## src/rtl/dcache_param.sv

```systemverilog
`default_nettype none
// ============================================================================
//  Module      : dcache_param
//  Description : Parameterised write-back, write-allocate data cache.
//                1- or 2-way set associative with one LRU bit per set.
//                A miss writes back a dirty victim word by word, then fills
//                the block word by word. halt walks every line, writes back
//                the dirty ones and then parks in DONE with flushed high.
//
//  Parameters  : WAYS        - associativity (1 or 2)
//                SETS        - sets per way (power of 2, >= 2)
//                BLOCK_WORDS - 32-bit words per block (1, 2 or 4)
//
//  Ports       : CLK, RST        clock / synchronous active-high reset
//                dmemREN/WEN     datapath read/write request (both = write)
//                dmemaddr        datapath byte address ([1:0] ignored)
//                dmemstore       datapath write data
//                halt            request flush of dirty lines
//                dhit            request satisfied this cycle
//                dmemload        read data for a read hit
//                flushed         flush complete
//                dREN/dWEN       memory word read / write request
//                daddr, dstore   memory word address / write data
//                dwait           memory busy (transfer done when low)
//                dload           memory read data
//                hitcount        dhit cycles since reset (wraps)
//
//  Revision    : 1.0 - initial release
// ============================================================================
module dcache_param #(
    parameter int WAYS        = 2,
    parameter int SETS        = 8,
    parameter int BLOCK_WORDS = 2
) (
    input  logic        CLK,
    input  logic        RST,
    input  logic        dmemREN,
    input  logic        dmemWEN,
    input  logic [31:0] dmemaddr,
    input  logic [31:0] dmemstore,
    input  logic        halt,
    output logic        dhit,
    output logic [31:0] dmemload,
    output logic        flushed,
    output logic        dREN,
    output logic        dWEN,
    output logic [31:0] daddr,
    output logic [31:0] dstore,
    input  logic        dwait,
    input  logic [31:0] dload,
    output logic [31:0] hitcount
);

    localparam int c_OFF_W = $clog2(BLOCK_WORDS);
    localparam int c_IDX_W = $clog2(SETS);
    localparam int c_TAG_W = 30 - c_OFF_W - c_IDX_W;
    // Word counter keeps at least one bit so single-word blocks stay legal.
    localparam int c_CNT_W = (c_OFF_W == 0) ? 1 : c_OFF_W;

    localparam logic [2:0] c_S_IDLE  = 3'd0;
    localparam logic [2:0] c_S_WB    = 3'd1;
    localparam logic [2:0] c_S_FILL  = 3'd2;
    localparam logic [2:0] c_S_FLUSH = 3'd3;
    localparam logic [2:0] c_S_DONE  = 3'd4;

    // ------------------------------------------------------------------
    // Storage
    // ------------------------------------------------------------------
    logic               r_valid [WAYS][SETS];
    logic               r_dirty [WAYS][SETS];
    logic [c_TAG_W-1:0] r_tag   [WAYS][SETS];
    logic [31:0]        r_data  [WAYS][SETS][BLOCK_WORDS];
    // Index of the least recently used way in each set.
    logic               r_lru   [SETS];

    logic [2:0]         r_state;
    logic [2:0]         w_state_nxt;
    logic [c_CNT_W-1:0] r_cnt;
    logic [31:0]        r_hitcount;

    // Miss context captured in IDLE so the WB/FILL sequence stays coherent
    // even if the datapath changes its request meanwhile.
    logic               r_vway;
    logic [c_IDX_W-1:0] r_fidx;
    logic [c_TAG_W-1:0] r_ftag;

    // Flush scan position.
    logic               r_fway;
    logic [c_IDX_W-1:0] r_fset;

    // ------------------------------------------------------------------
    // Address decode
    // ------------------------------------------------------------------
    logic [29:0]        w_word;
    logic [c_CNT_W-1:0] w_off;
    logic [c_IDX_W-1:0] w_idx;
    logic [c_TAG_W-1:0] w_tag;
    logic               w_unused;

    assign w_word   = dmemaddr[31:2];
    assign w_off    = c_CNT_W'(w_word & 30'(BLOCK_WORDS - 1));
    assign w_idx    = c_IDX_W'(w_word >> c_OFF_W);
    assign w_tag    = c_TAG_W'(w_word >> (c_OFF_W + c_IDX_W));
    // Byte-lane bits are intentionally ignored.
    assign w_unused = &{1'b0, dmemaddr[1:0]};

    function automatic logic [31:0] f_addr(
        input logic [c_TAG_W-1:0] tag,
        input logic [c_IDX_W-1:0] idx,
        input logic [c_CNT_W-1:0] cnt
    );
        logic [29:0] w;
        w = (30'(tag) << (c_OFF_W + c_IDX_W)) | (30'(idx) << c_OFF_W) | 30'(cnt);
        return {w, 2'b00};
    endfunction

    // ------------------------------------------------------------------
    // Lookup and victim selection
    // ------------------------------------------------------------------
    logic w_hit;
    logic w_hway;
    logic w_vway;
    logic w_vdirty;
    logic w_req;
    logic w_last;
    logic w_fl_dirty;
    logic w_scan_end;

    always_comb begin
        w_hit  = 1'b0;
        w_hway = 1'b0;
        for (int w = 0; w < WAYS; w++) begin
            if (r_valid[w][w_idx] && (r_tag[w][w_idx] == w_tag)) begin
                w_hit  = 1'b1;
                w_hway = 1'(w);
            end
        end
    end

    // Invalid way first (way 0 preferred), otherwise the LRU way.
    always_comb begin
        w_vway = 1'b0;
        if (WAYS > 1) begin
            if (!r_valid[0][w_idx])
                w_vway = 1'b0;
            else if (!r_valid[WAYS-1][w_idx])
                w_vway = 1'b1;
            else
                w_vway = r_lru[w_idx];
        end
    end

    assign w_vdirty   = r_valid[w_vway][w_idx] && r_dirty[w_vway][w_idx];
    assign w_req      = dmemREN | dmemWEN;
    assign w_last     = (r_cnt == c_CNT_W'(BLOCK_WORDS - 1));
    assign w_fl_dirty = r_valid[r_fway][r_fset] && r_dirty[r_fway][r_fset];
    assign w_scan_end = (r_fset == c_IDX_W'(SETS - 1)) && (r_fway == 1'(WAYS - 1));

    // ------------------------------------------------------------------
    // FSM: state register
    // ------------------------------------------------------------------
    always_ff @(posedge CLK) begin
        if (RST)
            r_state <= c_S_IDLE;
        else
            r_state <= w_state_nxt;
    end

    // ------------------------------------------------------------------
    // FSM: next state and outputs
    // ------------------------------------------------------------------
    always_comb begin
        w_state_nxt = r_state;
        dhit        = 1'b0;
        dmemload    = 32'd0;
        flushed     = 1'b0;
        dREN        = 1'b0;
        dWEN        = 1'b0;
        daddr       = 32'd0;
        dstore      = 32'd0;
        case (r_state)
            c_S_IDLE: begin
                if (halt) begin
                    w_state_nxt = c_S_FLUSH;
                end else if (w_req) begin
                    if (w_hit) begin
                        dhit = 1'b1;
                        if (!dmemWEN)
                            dmemload = r_data[w_hway][w_idx][w_off];
                    end else begin
                        w_state_nxt = w_vdirty ? c_S_WB : c_S_FILL;
                    end
                end
            end
            c_S_WB: begin
                dWEN   = 1'b1;
                daddr  = f_addr(r_tag[r_vway][r_fidx], r_fidx, r_cnt);
                dstore = r_data[r_vway][r_fidx][r_cnt];
                if (!dwait && w_last)
                    w_state_nxt = c_S_FILL;
            end
            c_S_FILL: begin
                dREN  = 1'b1;
                daddr = f_addr(r_ftag, r_fidx, r_cnt);
                if (!dwait && w_last)
                    w_state_nxt = c_S_IDLE;
            end
            c_S_FLUSH: begin
                if (w_fl_dirty) begin
                    dWEN   = 1'b1;
                    daddr  = f_addr(r_tag[r_fway][r_fset], r_fset, r_cnt);
                    dstore = r_data[r_fway][r_fset][r_cnt];
                    if (!dwait && w_last && w_scan_end)
                        w_state_nxt = c_S_DONE;
                end else if (w_scan_end) begin
                    w_state_nxt = c_S_DONE;
                end
            end
            c_S_DONE: begin
                flushed = 1'b1;
            end
            default: begin
                w_state_nxt = c_S_IDLE;
            end
        endcase
    end

    // ------------------------------------------------------------------
    // Line state, counters and miss/flush bookkeeping
    // ------------------------------------------------------------------
    always_ff @(posedge CLK) begin
        if (RST) begin
            for (int w = 0; w < WAYS; w++) begin
                for (int s = 0; s < SETS; s++) begin
                    r_valid[w][s] <= 1'b0;
                    r_dirty[w][s] <= 1'b0;
                    r_tag[w][s]   <= '0;
                end
            end
            for (int s = 0; s < SETS; s++)
                r_lru[s] <= 1'b0;
            r_cnt      <= '0;
            r_hitcount <= 32'd0;
            r_vway     <= 1'b0;
            r_fidx     <= '0;
            r_ftag     <= '0;
            r_fway     <= 1'b0;
            r_fset     <= '0;
        end else begin
            if (dhit)
                r_hitcount <= r_hitcount + 32'd1;
            case (r_state)
                c_S_IDLE: begin
                    if (halt) begin
                        r_fway <= 1'b0;
                        r_fset <= '0;
                        r_cnt  <= '0;
                    end else if (w_req) begin
                        if (w_hit) begin
                            // The way not just used becomes the LRU way.
                            r_lru[w_idx] <= ~w_hway;
                            if (dmemWEN)
                                r_dirty[w_hway][w_idx] <= 1'b1;
                        end else begin
                            r_vway <= w_vway;
                            r_fidx <= w_idx;
                            r_ftag <= w_tag;
                            r_cnt  <= '0;
                        end
                    end
                end
                c_S_WB: begin
                    if (!dwait) begin
                        if (w_last) begin
                            r_cnt                  <= '0;
                            r_dirty[r_vway][r_fidx] <= 1'b0;
                        end else begin
                            r_cnt <= r_cnt + 1'b1;
                        end
                    end
                end
                c_S_FILL: begin
                    if (!dwait) begin
                        if (w_last) begin
                            r_cnt                   <= '0;
                            r_valid[r_vway][r_fidx] <= 1'b1;
                            r_dirty[r_vway][r_fidx] <= 1'b0;
                            r_tag[r_vway][r_fidx]   <= r_ftag;
                        end else begin
                            r_cnt <= r_cnt + 1'b1;
                        end
                    end
                end
                c_S_FLUSH: begin
                    if (w_fl_dirty) begin
                        if (!dwait) begin
                            if (w_last) begin
                                r_cnt                   <= '0;
                                r_dirty[r_fway][r_fset] <= 1'b0;
                                if (r_fset == c_IDX_W'(SETS - 1)) begin
                                    r_fset <= '0;
                                    r_fway <= 1'b1;
                                end else begin
                                    r_fset <= r_fset + 1'b1;
                                end
                            end else begin
                                r_cnt <= r_cnt + 1'b1;
                            end
                        end
                    end else begin
                        if (r_fset == c_IDX_W'(SETS - 1)) begin
                            r_fset <= '0;
                            r_fway <= 1'b1;
                        end else begin
                            r_fset <= r_fset + 1'b1;
                        end
                    end
                end
                default: begin
                end
            endcase
        end
    end

    // ------------------------------------------------------------------
    // Data array (not reset)
    // ------------------------------------------------------------------
    always_ff @(posedge CLK) begin
        if (!RST) begin
            if (dhit && dmemWEN)
                r_data[w_hway][w_idx][w_off] <= dmemstore;
            if ((r_state == c_S_FILL) && !dwait)
                r_data[r_vway][r_fidx][r_cnt] <= dload;
        end
    end

    assign hitcount = r_hitcount;

endmodule
`default_nettype wire

```

## config.mk

```make
export PLATFORM = sky130hd
export DESIGN_NAME = dcache_param
export DESIGN_NICKNAME = d
export VERILOG_FILES = /design/src/rtl/dcache_param.sv
export SDC_FILE = /design/constraint.sdc
export NUM_CORES = 2
export LEC_CHECK = 0
export ABC_CLOCK_PERIOD_IN_PS = 8620
export CELL_PAD_IN_SITES_DETAIL_PLACEMENT = 1
export CELL_PAD_IN_SITES_GLOBAL_PLACEMENT = 2
export CORE_MARGIN = 4
export CORE_UTILIZATION = 46
export CTS_BUF_LIST = sky130_fd_sc_hd__clkbuf_16
export DETAILED_ROUTE_END_ITERATION = 6
export PLACE_DENSITY_LB_ADDON = 0.15
export SLEW_MARGIN = 20
export SYNTH_ARGS = -nofsm -noshare
export SYNTH_HDL_FRONTEND = slang
export SYNTH_SLANG_ARGS = --single-unit
```

## constraint.sdc

```tcl
create_clock -name CLK -period 8.62 [get_ports CLK]
set_input_delay 1.724 -clock CLK [delete_from_list [all_inputs] [get_ports CLK]]
set_output_delay 1.724 -clock CLK [all_outputs]
set_load 0.005 [all_outputs]
```

==> results.sh <==
export IMPL_grt_pass1_vias=66000
export IMPL_grt_max_degree=95
export IMPL_io_pins=234
export IMPL_min_delay_path_depth=2
export IMPL_cp_max_fo=33
export IMPL_synth_cell_type_count=86
export IMPL_syn_inst=6063
export IMPL_cp_cell_sequence="buf_4 > buf_4 > nand2b_1 > o22ai_1 > nor3_1 > nor4_1 > and4_1 > nand4_1 > buf_12 > buf_12 > and3_1 > a2111oi_0 > buf_4 > nand4_1 > a21oi_1 > buf_4 > clkdlybuf4s50_1"
export IMPL_postCtsSetupRepairBufs=0
export IMPL_synth_ff_type="edfxtp_1"
export IMPL_slowest_delay_ps=730
export IMPL_hold_buffers=0
export IMPL_clk_pin_slew_ps=60
export IMPL_critPathMostFrequentCell="buf_4"
export IMPL_route_detailed_drc=0
export IMPL_syn_cell_area_um2=86500
export IMPL_area_growth_pct=15.0
export IMPL_setup_worst_path_end_class="output pin"
export IMPL_hp_class="flop to flop"
export IMPL_place_ws_ps=27.2
export IMPL_cts_inserted_buffers=175
export IMPL_r2r_cells=13
export IMPL_reg2reg_from="r_fset[0]$_SDFFE_PP0P_"
export IMPL_multiInputGateArea_um2=38900
export IMPL_r2r_end="r_data[0][407]$_DFFE_PP_"
export IMPL_yosys_area_top_type_share_pct=51.4
export IMPL_synth_area_leaders="edfxtp_1, mux4_2, mux2i_1, mux2_2, nor2_1"
export IMPL_worst_endpoint_arrival_ps=6950
export IMPL_first_iter_violations=11200
export IMPL_synth_common_cells="edfxtp_1, mux2i_1, mux4_2"
export IMPL_overflow=0
export IMPL_globalplace_congestion=0.895
export IMPL_cts_max_path_buffers=3
export IMPL_regArea_um2=45900
export IMPL_die_w_um=442
export IMPL_period_needed_ps=8670
export IMPL_vias=66600
export IMPL_post_dp_hpwl_mm=223
export IMPL_worst_slew_pin_slew_ps=1220
export IMPL_drive_above_1_share_pct=24.8
export IMPL_wl_per_cell_um=43.3
export IMPL_floorplan_initialDensity_pct=46.4
export IMPL_rsz0062_at_grt="no"
export IMPL_yosys_warnings=0
export IMPL_seq_area_frac_synth_pct=53.1
export IMPL_rows=158
export IMPL_synth_seq_cells=1552
export IMPL_cts_repair_resized=0
export IMPL_fin_nets=6362
export IMPL_async_reset_ff_share_pct=0
export IMPL_reg2reg_slack_ps=1860
export IMPL_io_buffers=229
export IMPL_hold_end="hitcount[31]$_SDFFE_PP0P_"
export IMPL_nFillCells=17700
export IMPL_ir_drop_mv=0.172
export IMPL_htree_levels=4
export IMPL_cts_root_buf="clkbuf_16"
export IMPL_maxSlewHeadroom_pct=18.1
export IMPL_run_status="finished, violations left"
export IMPL_ant_nets=0
export IMPL_viasPerCell=7.49
export IMPL_fmax_mhz=115
export IMPL_cts_tree="done"
export IMPL_maxSlewViolCount=0
export IMPL_grt_usage_pct=39.0
export IMPL_path_class="input port to output pin"
export IMPL_die_h_um=442
export IMPL_core_um2=186000
export IMPL_syn_area_per_cell_um2=14.3
export IMPL_finalHoldViolations=0
export IMPL_drt_pass1_iter_count=6
export IMPL_numClockSinks=1552
export IMPL_startpoint_type="input port"
export IMPL_dieArea_um2=195000
export IMPL_synth_top_area_cell="edfxtp_1"
export IMPL_drv_cap=0
export IMPL_grt_antenna_before_repair=21
export IMPL_final_core_util_pct=53.4
export IMPL_p_per_area_nw_per_um2=201
export IMPL_setup_viol=1
export IMPL_holdCritStartpoint="hitcount[31]$_SDFFE_PP0P_"
export IMPL_crit_required_ps=6900
export IMPL_worstSkewPairLatency_ps=850
export IMPL_p_leak_uw=0.0320
export IMPL_finalWorstSetupSlack_ps=-52.2
export IMPL_violations="negative setup slack"
export IMPL_fin_skew_ps=38.2
export IMPL_synth_edf_count=1480
export IMPL_fin_crit_sh_pct=101
export IMPL_cp_slowest_cell="a2111oi_0"
export IMPL_wirelength_mm=385
export IMPL_grt_pass1_wl_mm=529
export IMPL_yosysMostFrequentCell="edfxtp_1"
[layer usage]
layer,track usage [%],vias to the layer above,part of all wire (%)
met1,53.2,34900,37
met4,19.9,18,6.0
met2,57.7,5327,44
met3,10.5,1168,13
li1,-,25200,-
met5,0.372,-,0.061
[layout make-up]
class / instances / area share, %
well taps: 2480 / 3.12
flip-flops and latches: 1552 / 46.2
clock buffers: 180 / 4.53
clock inverters: 141 / 1.30
inverters: 58 / 0.219
multi-input cells: 3922 / 39.1
diodes: 16 / 0.0403
repair buffers: 548 / 5.49
[layout by cell type, fill, tap and decap left out, types with 29 or more instances in the layout]
master	Yosys	final
a2111oi_0	29	29
a21oi_1	102	98
a22o_1	34	34
a22oi_1	67	67
a31oi_1	33	33
a32oi_1	35	35
and2_1	66	64
buf_12	0	62
buf_4	11	259
clkbuf_16	0	180
clkdlybuf4s50_1	0	224
clkinv_1	2	36
clkinv_2	0	34
dfxtp_1	72	63
edfxtp_1	1480	1480
inv_1	56	83
mux2_2	182	182
mux2i_1	715	715
mux4_2	683	683
nand2_1	435	416
nand3_1	86	86
nand4_1	53	53
nor2_1	442	431
nor3_1	68	64
o21ai_0	101	101
o221ai_1	48	48
o22ai_1	259	243
xor2_1	49	49
[critical path, delay by kind of cell]
kind                   cells  cell delay (ps)
AND/OR/NAND/NOR            7             1660
buffers and inverters      7             2210
AO/OA/AOI/OAI              3             1280
[power breakdown]
| part | internal (uW) | switching [uW] | leakage [uW] | total [uW] |
|---|---|---|---|---|
| combinational | 1250 | 2250 | 0.0146 | 3500 |
| sequential | 8520 | 212 | 0.0145 | 8730 |
| clock | 4490 | 3260 | 0.00294 | 7750 |
[cells by family (layout without fill, tap and decap cells)]
logic type / Yosys count / in the layout / synth area share (%)
other cells: 1 / 18 / 0.00434
flops: 1552 / 1552 / 53.1
mux: 1581 / 1581 / 28.5
simple gates: 1301 / 1301 / 6.88
fa+ha+maj: 3 / 3 / 0.0434
buf+inv: 590 / 927 / 2.88
compound gates: 971 / 971 / 8.01
xor+xnor: 64 / 64 / 0.648
[sequential cells by signal, indices dropped and copies added (netlist names), named ones only]
name / count
r_data: 1024
r_tag: 416
hitcount: 32
r_ftag: 26
r_dirty: 16
r_valid: 16
r_lru: 8
r_fidx: 3
r_fset: 3
r_state: 3
r_cnt: 1
r_fway: 1
r_vway: 1
[worst max path at each step]
stage | startpoint | to | depth (start not counted)
2_1_floorplan | dmemaddr[3] | r_data[0][128]$_DFFE_PP_ | 12
3_3_place_gp | dmemaddr[5] | dmemload[14] | 16
3_5_place_dp | dmemaddr[5] | dmemload[14] | 16
4_1_cts | dmemaddr[5] | dmemload[14] | 16
5_1_grt | dmemaddr[5] | dmemload[6] | 17
6_report | dmemaddr[5] | dmemload[6] | 17
[through the flow]
stage | total power (uW) | hold WS (ps) | setup TNS (ps) | instances | cell area (um^2)
6_report | 20000 | 539 | -52.2 | 8897 | 99400
2_1_floorplan | 10700 | 502 | 0 | 6064 | 86500
4_1_cts | 19900 | 543 | 0 | 8881 | 99300
3_3_place_gp | 12200 | 499 | 0 | 8560 | 93500
3_5_place_dp | 12300 | 518 | 0 | 8560 | 93500
5_1_grt | 20400 | 588 | 0 | 8884 | 99400
(Power assumes the default switching activity.)
